==> src/rtl/io_bridge_pkg.sv <==
// Shared constants for the io_bridge memory-mapped I/O stage: register offsets,
// the default I/O window tag and STATUS bit positions.
package io_bridge_pkg;

  localparam logic [1:0] IO_TOP_DEF = 2'b11;

  localparam logic [3:0] IO_LED    = 4'h0;
  localparam logic [3:0] IO_SW     = 4'h1;
  localparam logic [3:0] IO_BTN    = 4'h2;
  localparam logic [3:0] IO_TCOUNT = 4'h3;
  localparam logic [3:0] IO_TCMP   = 4'h4;
  localparam logic [3:0] IO_STATUS = 4'h5;

  localparam int ST_MATCH = 0;
  localparam int ST_BTN   = 1;

endpackage

==> src/rtl/io_bridge_sync_edge.sv <==
// io_sync_edge: W-bit two-flop synchronizer with a third flop for rising-edge pulses.
module io_sync_edge #(
  parameter int W = 1
) (
  input  logic         clk,
  input  logic         rst,
  input  logic [W-1:0] d,
  output logic [W-1:0] sync,
  output logic [W-1:0] rise
);

  logic [W-1:0] s1, s2, s3;

  always_ff @(posedge clk or negedge rst) begin
    if (!rst) begin
      s1 <= '0;
      s2 <= '0;
      s3 <= '0;
    end else begin
      s1 <= d;
      s2 <= s1;
      s3 <= s2;
    end
  end

  assign sync = s2;
  assign rise = s2 & ~s3;

endmodule

==> src/rtl/io_bridge.sv <==
// io_bridge: I/O window decode, LED/SW/BTN/timer registers and read-data merge.
// Timer, TCMP, STATUS match bit and timer_irq exist only with IO_BRIDGE_TIMER_EN defined.
module io_bridge
  import io_bridge_pkg::*;
#(
  parameter int         SW_W     = 16,
  parameter int         BTN_W    = 4,
  parameter int         PRESCALE = 16,
  parameter logic [1:0] IO_TOP   = IO_TOP_DEF
) (
  input  logic             clk,
  input  logic             rst,
  input  logic [15:0]      adr,
  input  logic [15:0]      writedata,
  input  logic             memread,
  input  logic             memwrite,
  input  logic [15:0]      mem_rdata,
  input  logic [SW_W-1:0]  sw,
  input  logic [BTN_W-1:0] btn,
  output logic             mem_en,
  output logic [15:0]      memdata,
  output logic [15:0]      led,
  output logic             timer_irq
);

  logic             io_sel, wr, rd;
  logic [3:0]       off;
  logic [SW_W-1:0]  sw_s, sw_rise_unused;
  logic [BTN_W-1:0] btn_rise, btn_sync_unused, btn_cap;
  logic [15:0]      io_rdata_d, io_rdata_q, status;
  logic             rd_io_q, match_q;
  logic [9:0]       adr_unused;

  assign io_sel     = (adr[15:14] == IO_TOP);
  assign mem_en     = ~io_sel;
  assign off        = adr[3:0];
  assign adr_unused = adr[13:4];
  assign wr         = memwrite & io_sel;
  assign rd         = memread & io_sel & ~memwrite;

  io_sync_edge #(.W(SW_W)) u_sw_sync (
    .clk(clk), .rst(rst), .d(sw), .sync(sw_s), .rise(sw_rise_unused)
  );

  io_sync_edge #(.W(BTN_W)) u_btn_sync (
    .clk(clk), .rst(rst), .d(btn), .sync(btn_sync_unused), .rise(btn_rise)
  );

  always_ff @(posedge clk or negedge rst) begin
    if (!rst) begin
      led     <= '0;
      btn_cap <= '0;
    end else begin
      if (wr && off == IO_LED) led <= writedata;
      // a fresh edge overrides a same-cycle W1C
      if (wr && off == IO_BTN) btn_cap <= (btn_cap & ~writedata[BTN_W-1:0]) | btn_rise;
      else                     btn_cap <= btn_cap | btn_rise;
    end
  end

`ifdef IO_BRIDGE_TIMER_EN
  localparam int PSC_W = (PRESCALE > 1) ? $clog2(PRESCALE) : 1;

  logic [PSC_W-1:0] psc;
  logic [15:0]      tcount, tcmp;
  logic             tick;

  assign tick = (psc == PSC_W'(PRESCALE - 1));

  always_ff @(posedge clk or negedge rst) begin
    if (!rst) begin
      psc     <= '0;
      tcount  <= '0;
      tcmp    <= 16'hFFFF;
      match_q <= 1'b0;
    end else begin
      psc <= tick ? '0 : psc + PSC_W'(1);
      if (tick) tcount <= tcount + 16'd1;
      if (wr && off == IO_TCMP) tcmp <= writedata;
      if (tick && (tcount + 16'd1 == tcmp))
        match_q <= 1'b1;
      else if (wr && off == IO_STATUS && writedata[ST_MATCH])
        match_q <= 1'b0;
    end
  end
`else
  localparam int PRESCALE_UNUSED = PRESCALE;
  assign match_q = 1'b0;
`endif

  assign timer_irq = match_q;

  always_comb begin
    status           = '0;
    status[ST_MATCH] = match_q;
    status[ST_BTN]   = |btn_cap;
  end

  always_comb begin
    io_rdata_d = '0;
    case (off)
      IO_LED:    io_rdata_d = led;
      IO_SW:     io_rdata_d = 16'(sw_s);
      IO_BTN:    io_rdata_d = 16'(btn_cap);
`ifdef IO_BRIDGE_TIMER_EN
      IO_TCOUNT: io_rdata_d = tcount;
      IO_TCMP:   io_rdata_d = tcmp;
`endif
      IO_STATUS: io_rdata_d = status;
      default:   io_rdata_d = '0;
    endcase
  end

  always_ff @(posedge clk or negedge rst) begin
    if (!rst) begin
      io_rdata_q <= '0;
      rd_io_q    <= 1'b0;
    end else begin
      rd_io_q <= rd;
      if (rd) io_rdata_q <= io_rdata_d;
    end
  end

  assign memdata = rd_io_q ? io_rdata_q : mem_rdata;

endmodule

==> config.mk <==
export PLATFORM = sky130hd
export DESIGN_NAME = io_bridge
export DESIGN_NICKNAME = d
export VERILOG_FILES = /design/src/rtl/io_bridge_pkg.sv /design/src/rtl/io_bridge_sync_edge.sv /design/src/rtl/io_bridge.sv
export SDC_FILE = /design/constraint.sdc
export NUM_CORES = 1
export LEC_CHECK = 0
export ABC_AREA = 1
export CAP_MARGIN = 20
export CORE_ASPECT_RATIO = 1.2
export CORE_MARGIN = 1.5
export CORE_UTILIZATION = 45
export DETAILED_ROUTE_END_ITERATION = 10
export GPL_TIMING_DRIVEN = 1
export PLACE_DENSITY = 0.8
export SYNTH_ARGS = -nofsm -noshare
export SYNTH_HDL_FRONTEND = slang
export SYNTH_SLANG_ARGS = --single-unit
==> constraint.sdc <==
create_clock -name clk -period 1.9 [get_ports clk]
set_input_delay 0.57 -clock clk [delete_from_list [all_inputs] [get_ports clk]]
set_output_delay 0.57 -clock clk [all_outputs]
set_load 0.1 [all_outputs]
==> results.json <==
{
  "outcome": "finished, violations left",
  "violations": "setup timing",
  "cellPowerDensity_mw_per_mm2": 970,
  "p_clk_share_pct": 28.1,
  "h-tree-depth": 3,
  "synth-edff-count": 0,
  "hold_buffers": 0,
  "n_antenna_cell": 0,
  "io_buffers": 94,
  "die-area_sq_mm": 0.00741,
  "root_buffer": "clkbuf_8",
  "yosys-mux-area-fraction_pct": 4.72,
  "synth_top_area_share_pct": 65.3,
  "hold_class": "input port to async pin",
  "critPathCaptureType": "primary output",
  "wirelength_mm": 6.79,
  "synth_cells": 292,
  "drive_gt1_share_pct": 23.3,
  "clockBufferDepth": 2,
  "cts_inserted_buffers": 9,
  "grt_pass1_vias": 2438,
  "drtPass1Iterations": 4,
  "grt_usage_pct": 19.8,
  "async_flop_share_pct": 100,
  "cts_tree": "yes",
  "vias": 2350,
  "synth_ff_type": "dfrtp_1",
  "combPwrFrac_pct": 29.9,
  "clk_latency_ns": 0.34,
  "r2r_slack_ns": 0.88,
  "synth_top_family_by_area": "simple AND/OR/NAND/NOR gates",
  "max_freq_mhz": 494,
  "synth_top_area_cell": "dfrtp_1",
  "fin_crit_sh_pct": 107,
  "ant_nets": 0,
  "ys_seq_area_share_pct": 65.3,
  "finalSetupViolations": 15,
  "worstSetupPathType": "flop to primary output",
  "fin_ws_ns": -0.124,
  "yosysWarnings": 0,
  "finalPower_mw": 4.70,
  "synth_xor_area_share_pct": 0,
  "startpoint_type": "flop",
  "avgSynthCellArea_sq_um": 10.6,
  "finalHoldViolCount": 0,
  "slew_viol_final": 0,
  "place.gp.congestion": 0.853,
  "dp_hpwl_mm": 4.89,
  "fp-row-count": 33,
  "antenna_found_initial": 0,
  "synth_compound_area_share_pct": 6.85,
  "crit_path_max_fanout": 14,
  "core_area_sq_mm": 0.00677,
  "p_sw_mw": 1.56,
  "initial_utilization_pct": 45.8,
  "cp_data_arrival_time_ns": 1.45,
  "pin_count": 106,
  "pwr-share-seq_pct": 42.0,
  "synth_nets": 364,
  "skew_ns": 0.00713,
  "leakage_nw": 2.32,
  "cp.required_ns": 1.33,
  "rsz0062_at_grt": "true",
  "grt_busiest_layer": "met2",
  "synth_cell_type_count": 23,
  "use_met1_pct": 23.2,
  "via_per_inst": 4.76,
  "syn-cell-area_sq_mm": 0.00310,
  "grt_max_degree": 82,
  "fin_nets": 474,
  "grtUsageMet3_pct": 3.20,
  "fp.dieW_um": 78.8,
  "drc": 0,
  "wire_per_inst_um": 13.7,
  "clkTransAtPathRegs_ns": 0.08,
  "grt_overflow": 0,
  "use_met2_pct": 35.7,
  "place_ws_ns": -0.124,
  "fp.dieH_um": 94.0,
  "grt_pass1_wl_mm": 11.2,
  "yosys_register_bits": 81,
  "synthTopCellsByArea": "dfrtp_1 65%, nand2_1 11%, mux2_2 4.7%",
  "ir_worst_vdd_v": 0.000692,
  "drt-initial-drc-count": 163,
  "internal_power_mw": 3.14,
  "fill_cells": 456,
  "yosys.area_share.adder_pct": 0,
  "drv_cap": 0,
  "area_growth_pct": 56.0,
  "regArea_sq_mm": 0.00203,
  "cts.sinks": 81,
  "multi_input_area_sq_um": 938,
  "layout_min_cycle_time_ns": 2.02,
  "synthSimpleGateAreaFrac_pct": 16.9,
  "swShare_pct": 33.2
}
[synthesized netlist by cell type (2+ instances only)]
master	instances
nand2_1	93
dfrtp_1	81
o21ai_0	25
inv_1	24
mux2_2	13
nand3_1	9
nor2_1	9
o21ai_1	6
buf_2	4
nand4_1	4
o21ai_2	4
a21oi_1	3
buf_6	3
nor2_4	3
buf_4	2
inv_2	2
[cells by family (layout without fill, tap and decap cells)]
group / count (synthesis) / after routing
multiplexers: 13 / 13
other: 1 / 1
flip-flops: 81 / 81
AO/OA/AOI/OAI: 39 / 39
buffers and inverters: 37 / 152
AND/OR/NAND/NOR: 121 / 121
[cell usage in the layout (no fill, tap or decap), types with 4 or more instances in the layout]
cell and count:
nand3_1 9, mux2_2 11, o21ai_1 6, buf_12 38, clkbuf_8 9, nand2_1 92
nand4_1 4, inv_1 24, o21ai_2 4, buf_4 12, o21ai_0 25, clkdlybuf4s50_1 56
dfrtp_1 81, nor2_1 6
[power groups by stage]
stage / Combinational, mW / Clock [mW] / Sequential, mW
global route: 1.46 / 1.43 / 1.99
detailed placement: 1.40 / 0 / 2.00
CTS: 1.41 / 1.35 / 1.97
global placement: 1.39 / 0 / 1.99
finish: 1.41 / 1.32 / 1.97
floorplan: 0.372 / 0 / 2.40
[flip-flops by register name, summed over array words and instances (netlist names)]
name and count:
io_rdata_q 16, led 16, u_sw_sync.s1 16, u_sw_sync.sync 16, btn_cap 4, u_btn_sync.s1 4
u_btn_sync.s3 4, u_btn_sync.sync 4, rd_io_q 1
[per-layer routing]
| metal | wire, um | up-vias |
|---|---|---|
| met5 | 0 | - |
| li1 | - | 1140 |
| met1 | 2720 | 1129 |
| met2 | 3620 | 73 |
| met3 | 363 | 8 |
| met4 | 87 | 0 |
[area by class of cell]
| type | count | share of cell area [%] |
|---|---|---|
| Clock buffer | 12 | 2.79 |
| Clock inverter | 4 | 1.60 |
| Inverter | 26 | 2.02 |
| Multi-Input combinational cell | 174 | 19.4 |
| Sequential cell | 81 | 41.9 |
| Tap cell | 87 | 2.25 |
| Timing Repair Buffer | 110 | 30.1 |
[critical path: stages, from the launching register on]
cell and delay (ns):
dfrtp_1 0.40, buf_12 0.16, mux2_2 0.37, buf_12 0.17
[through the flow]
stage | setup TNS [ns] | hold slack, ns | cell area, sq um | cells | util (%)
after global routing | -2.37 | 0.266 | 4840 | 494 | 71.5
after floorplan | 0 | 0.274 | 3150 | 292 | -
final | -1.59 | 0.231 | 4840 | 494 | 71.5
after CTS | -1.93 | 0.252 | 4810 | 492 | 71.1
after detailed placement | -2.55 | 0.335 | 4590 | 476 | 67.8
after global placement | -1.75 | 0.333 | 4590 | 476 | 67.8
[worst paths after layout]
check | startpoint | cells after the start | endpoint
max | rd_io_q$_DFF_PN0_ | 3 | memdata[1]
min | rst | 2 | u_btn_sync.s3[1]$_DFF_PN0_
max reg2reg | btn_cap[1]$_DFF_PN0_ | 6 | io_rdata_q[1]$_DFFE_PN0P_
min reg2reg | u_btn_sync.s1[0]$_DFF_PN0_ | 0 | u_btn_sync.sync[0]$_DFF_PN0_
max in group asynchronous | rst | 2 | u_sw_sync.s1[9]$_DFF_PN0_
min in group clk | u_btn_sync.s1[0]$_DFF_PN0_ | 0 | u_btn_sync.sync[0]$_DFF_PN0_
[repair_timing]
item / 4_1_cts / 5_1_grt
setup endpoints to repair: 16 / 16
gates resized for setup: 3 / 6
buffers inserted: 0 / 2
hold endpoints to repair: 0 / 0
No activity file was read; power rests on OpenSTA's default activity.
==> variant 1: new RTL, config.mk and constraints unchanged <==
`BTN_W`: 4 -> 5.
--- a/src/rtl/io_bridge.sv
+++ b/src/rtl/io_bridge.sv
@@ -4,7 +4,7 @@
   import io_bridge_pkg::*;
 #(
   parameter int         SW_W     = 16,
-  parameter int         BTN_W    = 4,
+  parameter int         BTN_W    = 5,
   parameter int         PRESCALE = 16,
   parameter logic [1:0] IO_TOP   = IO_TOP_DEF
 ) (
Interface: changed (resized btn); port bits go from 106 to 107. The function was not compared with the original's and may differ.
==> variant 1 against the unedited design <==
  * The run still ends with negative setup slack left
  * First-iteration DRC count increased by 4.9%
  * Synthesized area increased by 3.5%
  * Setup slack gained 12 ps
  * Synthesized cell count rose by 1.4%
  * Total power up 3.3%
  * Design area rose by 2.5%
  * Sequential cell count grew 4
  * Routed wire length is 10% higher
  * Combinational power increased by 5%
  * Maximum frequency increased by 0.58%
  * Largest power group unchanged
==> variant 1: results (changes against the unedited design) <==
Clock Buffer Count = 9 (-3)
# clock sinks = 85 (+4.9%)
Met3 routed WL = 470 µm (+29%)
GRT Total Usage = 21.5% (+1.7 points)
Routing usage on met2 = 35.5% (-0.20 points)
Non-filler instance count after layout = 502 (+1.6%)
Netlist cell types = 22 (-4.3%)
Static leakage = 2.35 nW (+1.3%)
CP Data Arrival Time = 1440 ps
Mux share of post-synthesis cell area = 5.61% (+0.89 points)
Place WS = -132 ps (-8.46 ps)
Clock power share = 26.7% (-1.4 points)
Commonest cells in the netlist = dfrtp_1, nand2_1, inv_1
IR drop worst, VDD = 0.581 mV (-16%)
Core Footprint = 0.00685 mm² (+1.2%)
Comb_multi_in = 167 (-4.0%)
GRT met1 Usage = 25.6% (+2.4 points)
Met2 wire len = 3880 µm (+7.4%)
Slowest library cell on the worst path = clkdlybuf4s50_1
Placed cell count = 485 (+1.9%)
Post-DP Area = 0.00474 mm² (+3.1%)
Power Total = 4.85 mW (+3.3%)
Reg2reg start = btn_cap[0]
Hold Slack = 176 ps (-55.3 ps)
Status = complete, but fails checks
Metal1 wirelength = 2810 µm (+3.4%)
Global-route wire length before repair = 12100 µm (+8.1%)
Sequential share of power = 42.7% (+0.7 points)
Top cells by area, synth = dfrtp_1, nand2_1, mux2_2
# setup viols final = 16 (+1)
Post-detail-place hpwl = 5370 µm (+9.9%)
Number of non-clock buffers = 116 (+5.5%)
Syn Area/Cell = 10.9 µm² (+2.1%)
Nets@finish = 483 (+1.9%)
Layout cells sized above 1 = 22.7% (-0.69 points)
GRT met3 Usage = 4.88% (+1.7 points)
NetSw = 1.71 mW (+9.7%)
Crit-path leading delay family = buffers and inverters
Clock-cell share = 4.16% (-0.23 points)
Post-route setup slack = -112 ps (+11.8 ps)
Seq/Total Area, Yosys = 66.2% (+0.88 points)
Final Instance Area = 0.00496 mm² (+2.5%)
PortBufs = 95 (+1.1%)
Compound-Gate Fraction of Synth Area = 6.15% (-0.70 points)
Largest net degree at the start of global routing = 42 (-49%)
Vias = 2489 (+5.9%)
Syn_nets = 369 (+1.4%)
Total Negative Setup Slacks = -1410 ps (+174 ps)
Placer Congestion = 0.967 (+13%)
Fillers = 457 (+0.22%)
Worst clock skew = 8.52 ps (+1.39 ps)
Inverters = 31 (+19%)
Vias in the first global route = 2522 (+3.4%)
Failing checks = negative setup slack
Multi-input logic area = 907 µm² (-3.3%)
Sequential share of cell area = 42.9% (+1.0 points)
DRT iter0 DRCs = 171 (+4.9%)
Non-clk buf share = 30.1% (+0.035 points)
[variant 1: cell count changes after synthesis, moves of 3 or more]
cell / before / now
o21ai_0: 25 / 28
nor2_1: 9 / 5
o211ai_1: 0 / 4
inv_1: 24 / 31
o21ai_1: 6 / 3
mux2_2: 13 / 16
nand3_1: 9 / 18
dfrtp_1: 81 / 85
o21ai_2: 4 / 0
nand2_1: 93 / 78
[variant 1: how the worst max path moves through the flow]
stage                              from           to  slack (ps)  cells after the start
after floorplan                 rd_io_q  memdata[10]          90                      3
after global placement    mem_rdata[10]  memdata[10]        -100                      3
after detailed placement  mem_rdata[10]  memdata[10]        -130                      3
after CTS                  mem_rdata[0]   memdata[0]        -120                      3
after global routing            rd_io_q  memdata[12]        -150                      3
final                      mem_rdata[0]   memdata[0]        -110                      3
[variant 1: what timing repair did]
| action | in CTS | in global routing |
|---|---|---|
| setup buffers | 1 | 0 |
| resized for setup | 11 | 0 |
| setup endpoints to repair | 17 | 16 |
| pin swaps | 1 | 0 |
==> variant 2: new RTL, same flow settings <==
Without the edit above. Add an input register stage for `adr`, `memread`, `memwrite`, `mem_rdata`, `sw` and `btn`, without a reset; this delays them by one clock. The other inputs are not delayed to match.
--- a/src/rtl/io_bridge.sv
+++ b/src/rtl/io_bridge.sv
@@ -23,6 +23,22 @@
   output logic             timer_irq
 );
 
+  logic [15:0] adr_q;
+  logic memread_q;
+  logic memwrite_q;
+  logic [15:0] mem_rdata_q;
+  logic [SW_W-1:0] sw_q;
+  logic [BTN_W-1:0] btn_q;
+
+  always_ff @(posedge clk) begin
+    adr_q       <= adr;
+    memread_q   <= memread;
+    memwrite_q  <= memwrite;
+    mem_rdata_q <= mem_rdata;
+    sw_q        <= sw;
+    btn_q       <= btn;
+  end
+
   logic             io_sel, wr, rd;
   logic [3:0]       off;
   logic [SW_W-1:0]  sw_s, sw_rise_unused;
@@ -31,19 +47,19 @@
   logic             rd_io_q, match_q;
   logic [9:0]       adr_unused;
 
-  assign io_sel     = (adr[15:14] == IO_TOP);
+  assign io_sel     = (adr_q[15:14] == IO_TOP);
   assign mem_en     = ~io_sel;
-  assign off        = adr[3:0];
-  assign adr_unused = adr[13:4];
-  assign wr         = memwrite & io_sel;
-  assign rd         = memread & io_sel & ~memwrite;
+  assign off        = adr_q[3:0];
+  assign adr_unused = adr_q[13:4];
+  assign wr         = memwrite_q & io_sel;
+  assign rd         = memread_q & io_sel & ~memwrite_q;
 
   io_sync_edge #(.W(SW_W)) u_sw_sync (
-    .clk(clk), .rst(rst), .d(sw), .sync(sw_s), .rise(sw_rise_unused)
+    .clk(clk), .rst(rst), .d(sw_q), .sync(sw_s), .rise(sw_rise_unused)
   );
 
   io_sync_edge #(.W(BTN_W)) u_btn_sync (
-    .clk(clk), .rst(rst), .d(btn), .sync(btn_sync_unused), .rise(btn_rise)
+    .clk(clk), .rst(rst), .d(btn_q), .sync(btn_sync_unused), .rise(btn_rise)
   );
 
   always_ff @(posedge clk or negedge rst) begin
@@ -121,7 +137,7 @@
     end
   end
 
-  assign memdata = rd_io_q ? io_rdata_q : mem_rdata;
+  assign memdata = rd_io_q ? io_rdata_q : mem_rdata_q;
 
 endmodule
 
Behaviour: not the same (Yosys sat finds a counterexample within 4 cycles, from zero or initial values and one cycle with rst low).
==> variant 2 against the unedited design <==
  * The run still ends with negative setup slack left
  * Synthesized area increased by 28%
  * Sequential cell count increased by 44
  * Hold slack better by 95 ps
  * Sequential share of layout area grew 6.5 points
  * Maximum frequency is 5.8% lower
  * First-iteration DRC count shrank 26%
  * Clock skew up 0.83 ps
  * Via count up 11%
  * Design area up 24%
  * Total power increased by 60%
  * Setup slack got worse by 120 ps
  * Routed wire length grew 18%
  * Critical endpoint is now memdata[7]
  * Largest power group is now clock
==> variant 2: results (changes against the unedited design) <==
Status = complete, but fails checks
Failing checks = negative setup slack
Reg2reg start = adr_q[3]
R2R depth = 4 (-2)
Global-route wire length before repair = 12900 µm (+15%)
Reg2Reg Capture Point = led[5]
Clock power share = 41.2% (+13 points)
Logic pwr share = 19.3% (-11 points)
Crit-path max cell delay = 370 ps (-30 ps)
Static leakage = 2.77 nW (+19%)
# setup viols final = 16 (+1)
Top cells by area, synth = dfrtp_1, dfxtp_1, nand2_1
Hold Slack = 327 ps (+95.4 ps)
Clock slew at reported path FFs = 60 ps (-20 ps)
Post-route setup slack = -248 ps (-124 ps)
Worst clock skew = 7.96 ps (+0.832 ps)
Vias in the first global route = 2684 (+10%)
Worst Hold Class = flip-flop to flip-flop
Post-detail-place hpwl = 5470 µm (+12%)
Worst setup path endpoint = memdata[7]
Synthesis-to-finish area growth = 51.0%
DRT iter0 DRCs = 120 (-26%)
Avg WL per Cell = 13.9 µm (+1.3%)
Htree depth = 4 (+1)
Commonest cells in the netlist = nand2_1, dfrtp_1, dfxtp_1
Place WS = 235 ps (+359 ps)
Nets@finish = 518 (+9.3%)
Placer Congestion = 0.789 (-7.5%)
Seq/Total Area, Yosys = 73.0% (+7.7 points)
NetSw = 2.22 mW (+42%)
-- variant 2: cell types whose count changed in the layout (fill, tap and decap cells not counted), sizes merged --
cell,before,now
clkdlybuf4s50,56,60
buf,50,41
dlygate4sd3,0,1
dlymetal6s2s,3,0
dlygate4sd2,1,0
clkbuf,12,18
dfxtp,0,44
inv,26,33
clkinv,2,4
clkinvlp,0,1
-- variant 2: area by class of cell --
| cell class | count | area, µm² |
|---|---|---|
| fill | 611 | 2590 |
| clock inverter | 14 | 155 |
| clock buffer | 18 | 428 |
| sequential | 125 | 2910 |
| timing repair buffer | 102 | 1360 |
| multi-input combinational | 174 | 925 |
| inverter | 26 | 97.6 |
| tap | 117 | 146 |
-- variant 2: cell families (layout without fill, tap and decap cells) --
kind of cell	count (synthesis)	after routing	share of synthesized area (%)
and+or+nand+nor	121	121	13.2
muxes	13	13	3.67
AOI/OAI and AO/OA	39	39	5.34
buffers and inverters	37	160	4.77
DFF	125	125	73.0
other	1	1	0.0941
-- variant 2: metal layers --
| layer | up-vias | part of all wire [%] | global-route usage (%) |
|---|---|---|---|
| met4 | 0 | 1.1 | 7.70 |
| met2 | 83 | 52 | 31.1 |
| met1 | 1225 | 41 | 21.7 |
| met5 | - | 0 | 0 |
| met3 | 6 | 5.6 | 6.60 |
| li1 | 1285 | - | - |
-- variant 2: what timing repair did --
action / CTS / global route
hold buffers: 1 / 0
hold endpoints to repair: 23 / 0
setup buffers: 3 / 0
setup endpoints to repair: 16 / 16
resized for setup: 1 / 0
-- variant 2: through the flow --
stage | util (%) | setup TNS [ps] | cells
2_1_floorplan | - | 0 | 336
3_3_place_gp | 62.7 | 0 | 540
3_5_place_dp | 62.7 | 0 | 540
4_1_cts | 69.9 | -4130 | 576
5_1_grt | 69.9 | -4460 | 576
6_report | 69.9 | -3710 | 576
